## src/rtl/seq_mul_if.sv

```systemverilog
// rtl/seq_mul_if.sv - start/busy/done handshake bundle for the sequential multiplier
interface seq_mul_if #(
    parameter int WIDTH = 32
);
    logic                 start;
    logic [WIDTH-1:0]     a;
    logic [WIDTH-1:0]     b;
    logic                 busy;
    logic                 done;
    logic [2*WIDTH-1:0]   product;

    modport master (
        output start, a, b,
        input  busy, done, product
    );

    modport slave (
        input  start, a, b,
        output busy, done, product
    );
endinterface

```

## src/rtl/seq_mul_module.sv

```systemverilog
// rtl/seq_mul_module.sv - shift-and-add unsigned multiplier, one partial-product add per clock
module seq_mul_ripple_adder #(
    parameter int WIDTH = 32
) (
    input  logic [WIDTH-1:0] A,
    input  logic [WIDTH-1:0] B,
    input  logic             Cin,
    output logic [WIDTH-1:0] S,
    output logic             Cout
);
    logic [WIDTH:0] c;

    always_comb begin
        c    = '0;
        S    = '0;
        c[0] = Cin;
        for (int i = 0; i < WIDTH; i++) begin
            S[i]   = A[i] ^ B[i] ^ c[i];
            c[i+1] = (A[i] & B[i]) | (c[i] & (A[i] ^ B[i]));
        end
    end

    assign Cout = c[WIDTH];
endmodule

module seq_mul_module #(
    parameter int WIDTH = 32
) (
    input  logic     clk,
    input  logic     rst_n,
    seq_mul_if.slave bus
);
    localparam int CW = $clog2(WIDTH + 1);

    typedef enum logic [1:0] {
        ST_IDLE,
        ST_RUN,
        ST_DONE
    } state_t;

    state_t             state;
    logic [WIDTH-1:0]   m;
    logic [WIDTH-1:0]   hi;
    logic [WIDTH-1:0]   lo;
    logic [CW-1:0]      cnt;
    logic               busy;
    logic               done;
    logic [2*WIDTH-1:0] product;

    logic [WIDTH-1:0]   addend;
    logic [WIDTH-1:0]   sum;
    logic               cout;

    assign addend = lo[0] ? m : '0;

    seq_mul_ripple_adder #(.WIDTH(WIDTH)) u_adder (
        .A    (hi),
        .B    (addend),
        .Cin  (1'b0),
        .S    (sum),
        .Cout (cout)
    );

    always_ff @(posedge clk) begin
        if (!rst_n) begin
            state   <= ST_IDLE;
            m       <= '0;
            hi      <= '0;
            lo      <= '0;
            cnt     <= '0;
            busy    <= 1'b0;
            done    <= 1'b0;
            product <= '0;
        end else begin
            case (state)
                ST_IDLE, ST_DONE: begin
                    // DONE accepts a new request exactly like IDLE for back-to-back issue
                    done <= 1'b0;
                    if (bus.start) begin
                        m     <= bus.a;
                        hi    <= '0;
                        lo    <= bus.b;
                        cnt   <= '0;
                        busy  <= 1'b1;
                        state <= ST_RUN;
                    end else begin
                        busy  <= 1'b0;
                        state <= ST_IDLE;
                    end
                end
                ST_RUN: begin
                    // carry-out becomes the new MSB so no product bit is lost
                    hi  <= {cout, sum[WIDTH-1:1]};
                    lo  <= {sum[0], lo[WIDTH-1:1]};
                    cnt <= cnt + 1'b1;
                    if (cnt == CW'(WIDTH - 1)) begin
                        product <= {cout, sum, lo[WIDTH-1:1]};
                        busy    <= 1'b0;
                        done    <= 1'b1;
                        state   <= ST_DONE;
                    end
                end
                default: begin
                    busy  <= 1'b0;
                    done  <= 1'b0;
                    state <= ST_IDLE;
                end
            endcase
        end
    end

    assign bus.busy    = busy;
    assign bus.done    = done;
    assign bus.product = product;
endmodule

```

## src/flat_wrapper.sv

```systemverilog
// flat-port wrapper written by rule: the top's interface ports become plain ports
module seq_mul_module_flat 
#(
    parameter int WIDTH = 32
)
  (clk, rst_n, bus_start, bus_a, bus_b, bus_busy, bus_done, bus_product);
  seq_mul_if #(.WIDTH(WIDTH)) bus_i ();
  input  logic clk;
  input  logic rst_n;
  input wire logic [$bits(bus_i.start)-1:0] bus_start;
  input wire logic [$bits(bus_i.a)-1:0] bus_a;
  input wire logic [$bits(bus_i.b)-1:0] bus_b;
  output wire logic [$bits(bus_i.busy)-1:0] bus_busy;
  output wire logic [$bits(bus_i.done)-1:0] bus_done;
  output wire logic [$bits(bus_i.product)-1:0] bus_product;
  assign bus_i.start = bus_start;
  assign bus_i.a = bus_a;
  assign bus_i.b = bus_b;
  assign bus_busy = bus_i.busy;
  assign bus_done = bus_i.done;
  assign bus_product = bus_i.product;
  seq_mul_module #(.WIDTH(WIDTH)) u_core (.clk(clk), .rst_n(rst_n), .bus(bus_i));
endmodule
```

## config.mk

```make
export PLATFORM = sky130hd
export DESIGN_NAME = seq_mul_module_flat
export DESIGN_NICKNAME = d
export VERILOG_FILES = /design/src/rtl/seq_mul_if.sv /design/src/rtl/seq_mul_module.sv /design/src/flat_wrapper.sv
export SDC_FILE = /design/constraint.sdc
export NUM_CORES = 1
export LEC_CHECK = 0
export CORE_MARGIN = 5
export CORE_UTILIZATION = 45
export CTS_CLUSTER_SIZE = 8
export DETAILED_ROUTE_END_ITERATION = 16
export PLACE_DENSITY = 0.79
export SLEW_MARGIN = 0
export SYNTH_ARGS = -nofsm -noshare
export SYNTH_HDL_FRONTEND = slang
export SYNTH_SLANG_ARGS = --single-unit
```

## constraint.sdc

```tcl
create_clock -name clk -period 30.2 [get_ports clk]
set_clock_uncertainty 0.15 [all_clocks]
set_input_delay 6.04 -clock clk [delete_from_list [all_inputs] [get_ports clk]]
set_output_delay 6.04 -clock clk [all_outputs]
set_load 0.02 [all_outputs]
```

==> results.txt <==
Tcrit/Tclk final = 48.73%
largest net degree at the start of global routing = 101
Antenna diodes = 0
M2 GR Usage = 29.17%
Worst Path Required = 30,300 ps
I/O pins = 133
total track usage = 18.73%
Die Area = 18,610 um^2
fin worst setup slack = 15,480 ps
CTS H-Tree Depth = 4
Yosys reg bits = 170
Slowest cell on crit path = fa_1
placed cell areas = 8553 um^2
unique cell type count in the Yosys netlist = 33
Syn Inst Count = 750
CP max stage delay = 560 ps
most frequent cells in the layout = 170 x dfxtp_1, 162 x nand2_1, 131 x clkdlybuf4s50_1, 99 x a21oi_1, 35 x nand3_1
synthesized area per cell = 9.591 um^2
hold buffers post-CTS = 0
initial antenna violation count = 0
Die Span X = 136.4 um
critical path depth = 34
Post-DRT Antenna Nets = 0
WP buf/inv = 1
maxcap violations = 0
Static Leak = 2.797 nW
core area = 15,770 um^2
commonest non-fill, non-tap cell in the layout = dfxtp_1
Worst R2R End = u_core.bus.product[62]
Num Clock Sinks = 170
Worst-path clk slew = 60 ps
Worst setup EP type = flip-flop
vias in the first global route = 5,664
pwr/cell area = 54.95 nW/um^2
share of cells above drive strength 1 = 9.091%
Slew Viols, Final = 0
Rows = 46
DRT Pass-1 Iters = 5
total global routing overflow = 0
post-route design area = 9170 um^2
Post-DP HPWL = 10.68 mm
WS Path Type = reg -> reg
area delta synth->final = 27.48%
Post-Place Setup Slack = 15,420 ps
first-pass GRT wire length = 27.99 mm
startpoint types = flip-flop
register-to-register setup slack = 15,480 ps
Synth Net Count = 850
Final Hold Fails = 0
worst r2r src = u_core.lo[0]
Max FO, Critical Path = 32
initial detailed-routing violation count = 330
Util after Layout = 58.15%
Setup crit end = u_core.bus.product[62]
vias = 5,624
yosys warns = 0
Routed Wire Length = 16.82 mm
drt drc = 0
Starting Density = 45.61%
Netlist Area Pre-Place = 7193 um^2
Max VDD drop = 0.04061 mV
Die H = 136.4 um
TritonCTS clock tree = done
fmax = 67.96 MHz
unrepaired setup endpoints after global routing = no
number of setup buffers added after CTS = 0
worst rel slew slack = 17.35%
CTS Buffer Depth = 2
nets@finish = 946
top_reg_cell synth = dfxtp_1
RD Place Congestion = 0.7828
met3 usage = 6.884%
total CTS buffers = 17
Finished Layout Cells = 1,074
Avg WL per Cell = 15.66 um
number of flops mapped to enable cells by yosys = 0
DP Cell Count = 1,043
most crowded layer after global routing = met2
worst slew pin tran = 1240 ps
vias per cell = 5.236
Fin Hold WS = 300.7 ps
IO Port Bufs = 132
most used cell along the critical path = fa_1
sequential share of the synthesized area = 47.31%
Fillers = 1,399
worst-case reg-to-reg path depth = 34
clock latency at the later pin of the worst-skew pair = 410 ps
sequential standard cell area = 3403 um^2
Setup crit start = u_core.lo[0]
post-route minimum period = 14,720 ps
delay-heaviest family, CP = adder cells
post-CTS sizing = 0
setup TNS = 0 ps
Tot Pwr = 503.9 uW
status = finished clean
Root Driver = clkbuf_16
HP Class = reg -> reg
grt met1 use = 24.65%
area of the multi-input gates = 3354 um^2
Post-synth ARST share = 0%
setup violators final = 0
CP Data Arrival Time = 14,810 ps
[synth_stat cells, types with 7 or more instances]
library cell  number  area (um^2)
a22oi_1           32        240.2
nand2_1          162        608.1
dfxtp_1          170         3403
fa_1              31        620.6
clkbuf_1          31        116.4
o2bb2ai_1         33        289.0
mux2i_1           32        320.3
a211oi_2          28        350.3
a21oi_1           99        495.5
nand3_1           35        175.2
buf_2             24        120.1
inv_1             33        123.9
buf_6              7        78.83
[report_power, final]
part | switching, mW | total (mW) | internal (mW)
clock network | 0.0868 | 0.227 | 0.140
registers | 0.00475 | 0.236 | 0.231
logic | 0.0243 | 0.0412 | 0.0169
total | 0.116 | 0.504 | 0.388
[kinds of logic (layout without fill, tap and decap cells)]
kind of cell,count (synthesis),after routing,synth area share (%)
xor+xnor,1,1,0.1218
flops,170,170,47.31
fa+ha+maj,33,33,8.975
simple gates,210,210,12.25
buf+inv,99,207,6.314
mux,33,33,4.610
compound gates,204,204,20.42
[layer usage]
layer,wire length (um),vias to the layer above
li1,-,2772
met1,7698,2705
met2,7796,139
met3,1211,8
met4,108,0
met5,0,-
[state kept, by name, summed over array words and instances, names as in the netlist]
register            flops
u_core.bus.product     64
u_core.hi              32
u_core.lo              32
u_core.m               32
u_core.cnt              6
u_core.state            2
u_core.bus.busy         1
u_core.bus.done         1
[worst min path at each step]
stage / cells past startpoint / to / from / slack, ps
after CTS: 2 / u_core.m[0] / u_core.m[0] / 300
after floorplan: 2 / u_core.m[0] / u_core.m[0] / 280
after detailed placement: 2 / u_core.m[0] / u_core.m[0] / 300
after global routing: 2 / u_core.m[0] / u_core.m[0] / 320
final: 2 / u_core.m[0] / u_core.m[0] / 300
after global placement: 2 / u_core.bus.product[14] / u_core.bus.product[14] / 290
[layout make-up]
type                            instances  area share, %
Tap cell                              216          2.947
Inverter                               33          1.378
Clock inverter                         12          1.897
Sequential cell                       170          37.11
Timing Repair Buffer                  143          15.25
Multi-Input combinational cell        481          36.58
Clock buffer                           19          4.830
[worst min-delay path: cells and delay by family, from the launching register on]
kind               cells  cell delay (ps)
AOI/OAI and AO/OA      1               50
DFF                    1              300
and+or+nand+nor        1               50
Power figures use the tool's default switching activity.
